**config.mk**
```make
export PLATFORM = sky130hd
export DESIGN_NAME = calc_display_driver
export DESIGN_NICKNAME = d
export VERILOG_FILES = /design/src/rtl/calc_display_pkg.sv /design/src/rtl/calc_display_driver_seg7_decoder.sv /design/src/rtl/calc_display_driver.sv
export SDC_FILE = /design/constraint.sdc
export NUM_CORES = 1
export LEC_CHECK = 0
export CELL_PAD_IN_SITES_DETAIL_PLACEMENT = 1
export CELL_PAD_IN_SITES_GLOBAL_PLACEMENT = 1
export CORE_ASPECT_RATIO = 0.8
export CORE_UTILIZATION = 40
export CTS_CLUSTER_DIAMETER = 40
export CTS_CLUSTER_SIZE = 40
export DETAILED_ROUTE_END_ITERATION = 12
export PLACE_DENSITY = 0.73
export SKIP_LAST_GASP = 1
export SYNTH_ARGS = -nofsm -noshare
export SYNTH_HDL_FRONTEND = slang
export SYNTH_SLANG_ARGS = --single-unit
```
**constraint.sdc**
```tcl
create_clock -name clk -period 3.5 [get_ports clk]
set_input_delay 0.525 -clock clk [delete_from_list [all_inputs] [get_ports clk]]
set_output_delay 0.525 -clock clk [all_outputs]
set_load 0.01 [all_outputs]
```
**src/rtl/calc_display_pkg.sv**
```systemverilog
// Shared types and constants for the calculator 7-segment display driver.
package calc_display_pkg;

    typedef enum logic [2:0] {
        ST_IDLE   = 3'd0,
        ST_CONV   = 3'd1,
        ST_SHOW_H = 3'd2,
        ST_SHOW_T = 3'd3,
        ST_SHOW_O = 3'd4,
        ST_GAP    = 3'd5
    } disp_state_t;

    // Segment patterns, a..g on bits 0..6, active high
    localparam logic [6:0] SEG_0     = 7'h3F;
    localparam logic [6:0] SEG_1     = 7'h06;
    localparam logic [6:0] SEG_2     = 7'h5B;
    localparam logic [6:0] SEG_3     = 7'h4F;
    localparam logic [6:0] SEG_4     = 7'h66;
    localparam logic [6:0] SEG_5     = 7'h6D;
    localparam logic [6:0] SEG_6     = 7'h7D;
    localparam logic [6:0] SEG_7     = 7'h07;
    localparam logic [6:0] SEG_8     = 7'h7F;
    localparam logic [6:0] SEG_9     = 7'h6F;
    localparam logic [6:0] SEG_BLANK = 7'h00;

    localparam int BCD_ITERS = 8;

endpackage

```
**src/rtl/calc_display_driver_seg7_decoder.sv**
```systemverilog
// BCD digit to 7-segment pattern; non-decimal nibbles render blank.
module seg7_decoder
    import calc_display_pkg::*;
(
    input  logic [3:0] digit,
    output logic [6:0] seg
);

    // Digit lookup
    always_comb begin
        seg = SEG_BLANK;
        case (digit)
            4'd0:    seg = SEG_0;
            4'd1:    seg = SEG_1;
            4'd2:    seg = SEG_2;
            4'd3:    seg = SEG_3;
            4'd4:    seg = SEG_4;
            4'd5:    seg = SEG_5;
            4'd6:    seg = SEG_6;
            4'd7:    seg = SEG_7;
            4'd8:    seg = SEG_8;
            4'd9:    seg = SEG_9;
            default: seg = SEG_BLANK;
        endcase
    end

endmodule

```
**src/rtl/calc_display_driver.sv**
```systemverilog
// Shows an 8-bit value in decimal on one 7-segment digit, cycling H/T/O/gap.
// Optional macro CALC_DISP_ZERO_SUPPRESS_EN skips leading-zero digits.
module calc_display_driver
    import calc_display_pkg::*;
#(
    parameter int DWELL_CYCLES = 10_000_000
) (
    input  logic       clk,
    input  logic       rst_n,
    input  logic       ena,
    input  logic [7:0] value,
    input  logic       load,
    output logic [6:0] seg,
    output logic       dp,
    output logic       busy
);

    localparam int              DW         = (DWELL_CYCLES > 1) ? $clog2(DWELL_CYCLES) : 1;
    localparam logic [DW-1:0]   DWELL_LAST = DW'(DWELL_CYCLES - 1);
    localparam logic [2:0]      ITER_LAST  = 3'(BCD_ITERS - 1);

    disp_state_t   state_q, state_d;
    logic [7:0]    shift_q, shift_d;
    logic [9:0]    bcd_q, bcd_d;
    logic [2:0]    iter_q, iter_d;
    logic [DW-1:0] dwell_q, dwell_d;
    logic [6:0]    seg_q, seg_d;
    logic          dp_q, dp_d;
    logic          busy_q, busy_d;

    logic [3:0]    tens_adj_s, ones_adj_s;
    logic [3:0]    digit_s;
    logic          show_s;
    logic [6:0]    dec_seg_s;

    // First digit of the display loop; leading zeros are skipped when suppression is on
    function automatic disp_state_t first_state(input logic [9:0] b);
`ifdef CALC_DISP_ZERO_SUPPRESS_EN
        if (b[9:8] != 2'd0) begin
            return ST_SHOW_H;
        end else if (b[7:4] != 4'd0) begin
            return ST_SHOW_T;
        end else begin
            return ST_SHOW_O;
        end
`else
        if (b[9:8] != 2'd0) begin
            return ST_SHOW_H;
        end else begin
            return ST_SHOW_H;
        end
`endif
    endfunction

    // Double-dabble add-3 correction; hundreds never exceeds 2 so needs none
    always_comb begin
        if (bcd_q[3:0] >= 4'd5) begin
            ones_adj_s = bcd_q[3:0] + 4'd3;
        end else begin
            ones_adj_s = bcd_q[3:0];
        end
        if (bcd_q[7:4] >= 4'd5) begin
            tens_adj_s = bcd_q[7:4] + 4'd3;
        end else begin
            tens_adj_s = bcd_q[7:4];
        end
    end

    // Next-state and datapath
    always_comb begin
        state_d = state_q;
        shift_d = shift_q;
        bcd_d   = bcd_q;
        iter_d  = iter_q;
        dwell_d = dwell_q;
        if (!ena) begin
            state_d = state_q;
        end else if (load) begin
            shift_d = value;
            bcd_d   = 10'd0;
            iter_d  = 3'd0;
            dwell_d = '0;
            state_d = ST_CONV;
        end else begin
            case (state_q)
                ST_IDLE: begin
                    state_d = ST_IDLE;
                end
                ST_CONV: begin
                    shift_d = {shift_q[6:0], 1'b0};
                    bcd_d   = {bcd_q[8], tens_adj_s, ones_adj_s, shift_q[7]};
                    if (iter_q == ITER_LAST) begin
                        iter_d  = 3'd0;
                        dwell_d = '0;
                        state_d = first_state(bcd_d);
                    end else begin
                        iter_d  = iter_q + 3'd1;
                    end
                end
                ST_SHOW_H, ST_SHOW_T, ST_SHOW_O, ST_GAP: begin
                    if (dwell_q == DWELL_LAST) begin
                        dwell_d = '0;
                        case (state_q)
                            ST_SHOW_H: state_d = ST_SHOW_T;
                            ST_SHOW_T: state_d = ST_SHOW_O;
                            ST_SHOW_O: state_d = ST_GAP;
                            default:   state_d = first_state(bcd_q);
                        endcase
                    end else begin
                        dwell_d = dwell_q + 1'b1;
                    end
                end
                default: begin
                    state_d = ST_IDLE;
                end
            endcase
        end
    end

    // Digit selection uses next-state values so outputs register in step with the FSM
    always_comb begin
        digit_s = 4'd0;
        show_s  = 1'b0;
        case (state_d)
            ST_SHOW_H: begin
                digit_s = {2'b00, bcd_d[9:8]};
                show_s  = 1'b1;
            end
            ST_SHOW_T: begin
                digit_s = bcd_d[7:4];
                show_s  = 1'b1;
            end
            ST_SHOW_O: begin
                digit_s = bcd_d[3:0];
                show_s  = 1'b1;
            end
            default: begin
                digit_s = 4'd0;
                show_s  = 1'b0;
            end
        endcase
    end

    seg7_decoder u_dec (
        .digit (digit_s),
        .seg   (dec_seg_s)
    );

    // Output register next values
    always_comb begin
        seg_d  = seg_q;
        dp_d   = dp_q;
        busy_d = busy_q;
        if (ena) begin
            seg_d  = show_s ? dec_seg_s : SEG_BLANK;
            dp_d   = (state_d == ST_SHOW_O);
            busy_d = (state_d == ST_CONV);
        end else begin
            seg_d  = seg_q;
        end
    end

    // State, datapath and output registers
    always_ff @(posedge clk or negedge rst_n) begin
        if (!rst_n) begin
            state_q <= ST_IDLE;
            shift_q <= 8'd0;
            bcd_q   <= 10'd0;
            iter_q  <= 3'd0;
            dwell_q <= '0;
            seg_q   <= SEG_BLANK;
            dp_q    <= 1'b0;
            busy_q  <= 1'b0;
        end else begin
            state_q <= state_d;
            shift_q <= shift_d;
            bcd_q   <= bcd_d;
            iter_q  <= iter_d;
            dwell_q <= dwell_d;
            seg_q   <= seg_d;
            dp_q    <= dp_d;
            busy_q  <= busy_d;
        end
    end

    assign seg  = seg_q;
    assign dp   = dp_q;
    assign busy = busy_q;

endmodule

```
==> results of run 1 <==
cell usage in the layout, fill, tap and decap left out, drive strengths merged, types with 11 or more instances in the layout:
| cell type | count |
|---|---|
| nand2 | 35 |
| a21oi | 11 |
| nor2 | 29 |
| o21ai | 30 |
| nand3 | 16 |
| clkdlybuf4s50 | 19 |
| clkbuf | 11 |
| buf | 25 |
| ha | 12 |
| dfrtp | 57 |
| mux2i | 12 |
| inv | 20 |
power groups by stage:
stage                     Sequential, mW  Clock [mW]  Combinational (mW)
after CTS                          0.724       0.590               0.195
final                              0.724       0.572               0.192
after global placement             0.735           0               0.186
after detailed placement           0.737           0               0.194
after global routing               0.731       0.613               0.216
after floorplan                    0.728           0               0.109
flip-flops by register name (all words and copies together) (netlist names):
| signal | count |
|---|---|
| state_q | 3 |
| busy | 1 |
| iter_q | 3 |
| dwell_q | 24 |
| dp | 1 |
| bcd_q | 10 |
| shift_q | 8 |
| seg | 7 |
critical path, cell delays in order (launching register included):
cell and delay (ps):
sky130_fd_sc_hd__dfrtp_1 400, sky130_fd_sc_hd__or4b_4 560, sky130_fd_sc_hd__or4_4 460, sky130_fd_sc_hd__or4_1 510
sky130_fd_sc_hd__nand3_2 160, sky130_fd_sc_hd__nand3_4 150, sky130_fd_sc_hd__a2bb2oi_2 230, sky130_fd_sc_hd__ha_1 230
sky130_fd_sc_hd__mux2_1 300, sky130_fd_sc_hd__a22oi_1 160, sky130_fd_sc_hd__nand2_1 70
per-layer routing:
| layer | vias up | wire (um) | GRT usage |
|---|---|---|---|
| met3 | 11 | 268 | 0.0536 |
| met1 | 1317 | 4080 | 0.304 |
| met4 | 0 | 118 | 0.0657 |
| met2 | 33 | 3530 | 0.316 |
| li1 | 1293 | - | - |
| met5 | - | 0 | 0 |
per-stage QoR:
stage / util / cell area, um2 / setup TNS [ps] / worst slack [ps]
2_1_floorplan: - / 3190 / 0 / 353
3_3_place_gp: 0.479 / 3630 / 0 / 144
3_5_place_dp: 0.479 / 3630 / 0 / 12.0
4_1_cts: 0.504 / 3810 / 0 / 29.1
5_1_grt: 0.511 / 3860 / -1.10 / -1.10
6_report: 0.511 / 3860 / 0 / 156
final timing paths:
| path | depth (start not counted) | end |
|---|---|---|
| worst max-delay path | 10 | seg[4]$_DFFE_PN0P_ |
| worst min-delay path | 1 | dwell_q[2]$_DFFE_PN0P_ |
| worst max register to register | 10 | seg[4]$_DFFE_PN0P_ |
| worst min register to register | 2 | shift_q[4]$_DFFE_PN0P_ |
| max in group asynchronous | 2 | bcd_q[3]$_DFF_PN0_ |
| min in group clk | 2 | shift_q[4]$_DFFE_PN0P_ |
synth_stat cells, drive strengths merged, types with 6 or more instances:
master / number / area (um2)
a22oi: 8 / 60.1
nor2: 29 / 109
inv: 20 / 75.1
nand3: 16 / 97.6
mux2i: 12 / 120
nand2: 35 / 131
o31ai: 9 / 67.6
and3: 6 / 37.5
o21ai: 30 / 154
xor2: 8 / 70.1
ha: 12 / 150
a21oi: 11 / 55.1
xnor2: 9 / 78.8
dfrtp: 57 / 1430
clkbuf: 11 / 41.3
layout make-up:
cell class                      instances  area (um2)
Fill cell                             876        3700
Clock inverter                          5        30.0
Clock buffer                           11         151
Tap cell                              105         131
Timing Repair Buffer                   44         375
Multi-Input combinational cell        247        1680
Sequential cell                        57        1430
Inverter                               20        75.1
timing repair:
item                                    4_1_cts  5_1_grt
endpoints found under the setup margin        1        6
setup buffers                                 0        3
pin swaps                                     0        1
gates resized for setup                       1        6
logic make-up (layout without fill, tap and decap cells):
kind of cell,count (synthesis),after routing,synth area share
xor+xnor,17,17,0.0467
buf+inv,32,80,0.0377
fa+ha+maj,12,12,0.0471
flops,57,57,0.447
simple gates,121,121,0.193
compound gates,83,83,0.184
mux,14,14,0.0447
==> flow_summary.json, run 1 <==
{
  "total_power_consumption_mw": 1.49,
  "peakVddDrop_mv": 0.211,
  "setup_viol_count_final": 0,
  "tightestPinTransition_ps": 584,
  "synth-seq-area-share": 0.447,
  "worstHoldPathType": "input port to async pin",
  "arrival_ps": 3590,
  "critPathKind": "flop to flop",
  "fin_worst_skew_ps": 8.51,
  "p_sw_mw": 0.421,
  "dieArea_um2": 8340,
  "switching_share": 0.283,
  "tritoncts_buffers": 9,
  "detail_route.vias_per_cell": 5.43,
  "floorplan.initialDensity": 0.421,
  "finalWirelength_mm": 7.99,
  "power.density_nw_per_um2": 385,
  "max_freq_mhz": 299,
  "portBuffers": 20,
  "hold-worst-slack_ps": 172,
  "crit_fanout": 6,
  "grt_pass1_wl_mm": 13.4,
  "synth-edff-count": 0,
  "route.vias.total": 2654,
  "ys.flop_type": "sky130_fd_sc_hd__dfrtp_1",
  "layout_min_cycle_time_ps": 3340,
  "startpoint_type": "flop",
  "cts.sink_count": 57,
  "leakagePower_nw": 1.71,
  "share_of_power_burned_in_registers": 0.487,
  "number_of_placement_rows": 28,
  "post_route_cells_drive_above_1_share": 0.154,
  "dr.pass1.iters": 4,
  "synth_async_sr_flop_share": 1.00,
  "finalHoldViolations": 0,
  "cts_htree_levels": 3,
  "synth_cells": 336,
  "layout.nets": 403,
  "first_iter_violations": 101,
  "cp-end-kind": "flop",
  "die-height_um": 81.9,
  "pwr-share-comb": 0.129,
  "antenna_violations_before_repair": 0,
  "clk_root_buffer_cell": "sky130_fd_sc_hd__clkbuf_8",
  "grt_remaining_overflow": 0,
  "boundaryPins": 21,
  "cap_viol_max_count": 0,
  "synthesis.nets": 360,
  "outcome": "completed",
  "critical_path.reg2reg.startpoint": "dwell_q[18]$_DFFE_PN0P_",
  "clock_insertion_delay_worst_skew_ps": 350,
  "int_power_mw": 1.07,
  "routedWlPerCell_um": 16.3,
  "cts_tree": "yes",
  "area.growth.synth_to_final_pct": 21.2,
  "first_global_vias": 2673,
  "finalMaxSlewViolations": 0,
  "cts_hold_buffers": 0,
  "gp_congestion": 0.797,
  "regToRegSetupSlack_ps": 160,
  "min_period_over_period": 0.956,
  "timing.critical_path.required_ps": 3740,
  "chipWidth_um": 102,
  "all_layer_gr_usage": 0.213,
  "yosysWarnings": 0,
  "antenna_cells": 0,
  "final-instance-count-excl-fill": 489,
  "power_frac_clock": 0.384,
  "grt_start_max_net_pins": 34,
  "clk_transition_reported_paths_ps": 70,
  "slew_headroom": 0.611,
  "syn_avg_cell_area_um2": 9.49,
  "fp.coreArea_um2": 7570,
  "crit_path_from": "dwell_q[18]$_DFFE_PN0P_",
  "dp.cells": 470,
  "post_route_drc": 0,
  "post_synth_instance_area_um2": 3190,
  "final_antenna_net_count": 0,
  "buffer_levels_on_the_longest_clock_path": 2,
  "synth.ff_latch_count": 57,
  "synth.lib_cells_used.distinct": 56,
  "place_hpwl_mm": 5.77
}
Power figures use the tool's default switching activity.
==> run 2, diff against run 1 <==
Settings changed: CAP_MARGIN set to 25.
==> results of run 2 <==
No change in the layout: final DEF, timing and power equal those of run 1.
==> run 3, diff against run 2 <==
Settings changed: CTS_CLUSTER_SIZE 40 to 20.
==> results of run 3 <==
No change in the layout: final DEF, timing and power equal those of run 1.
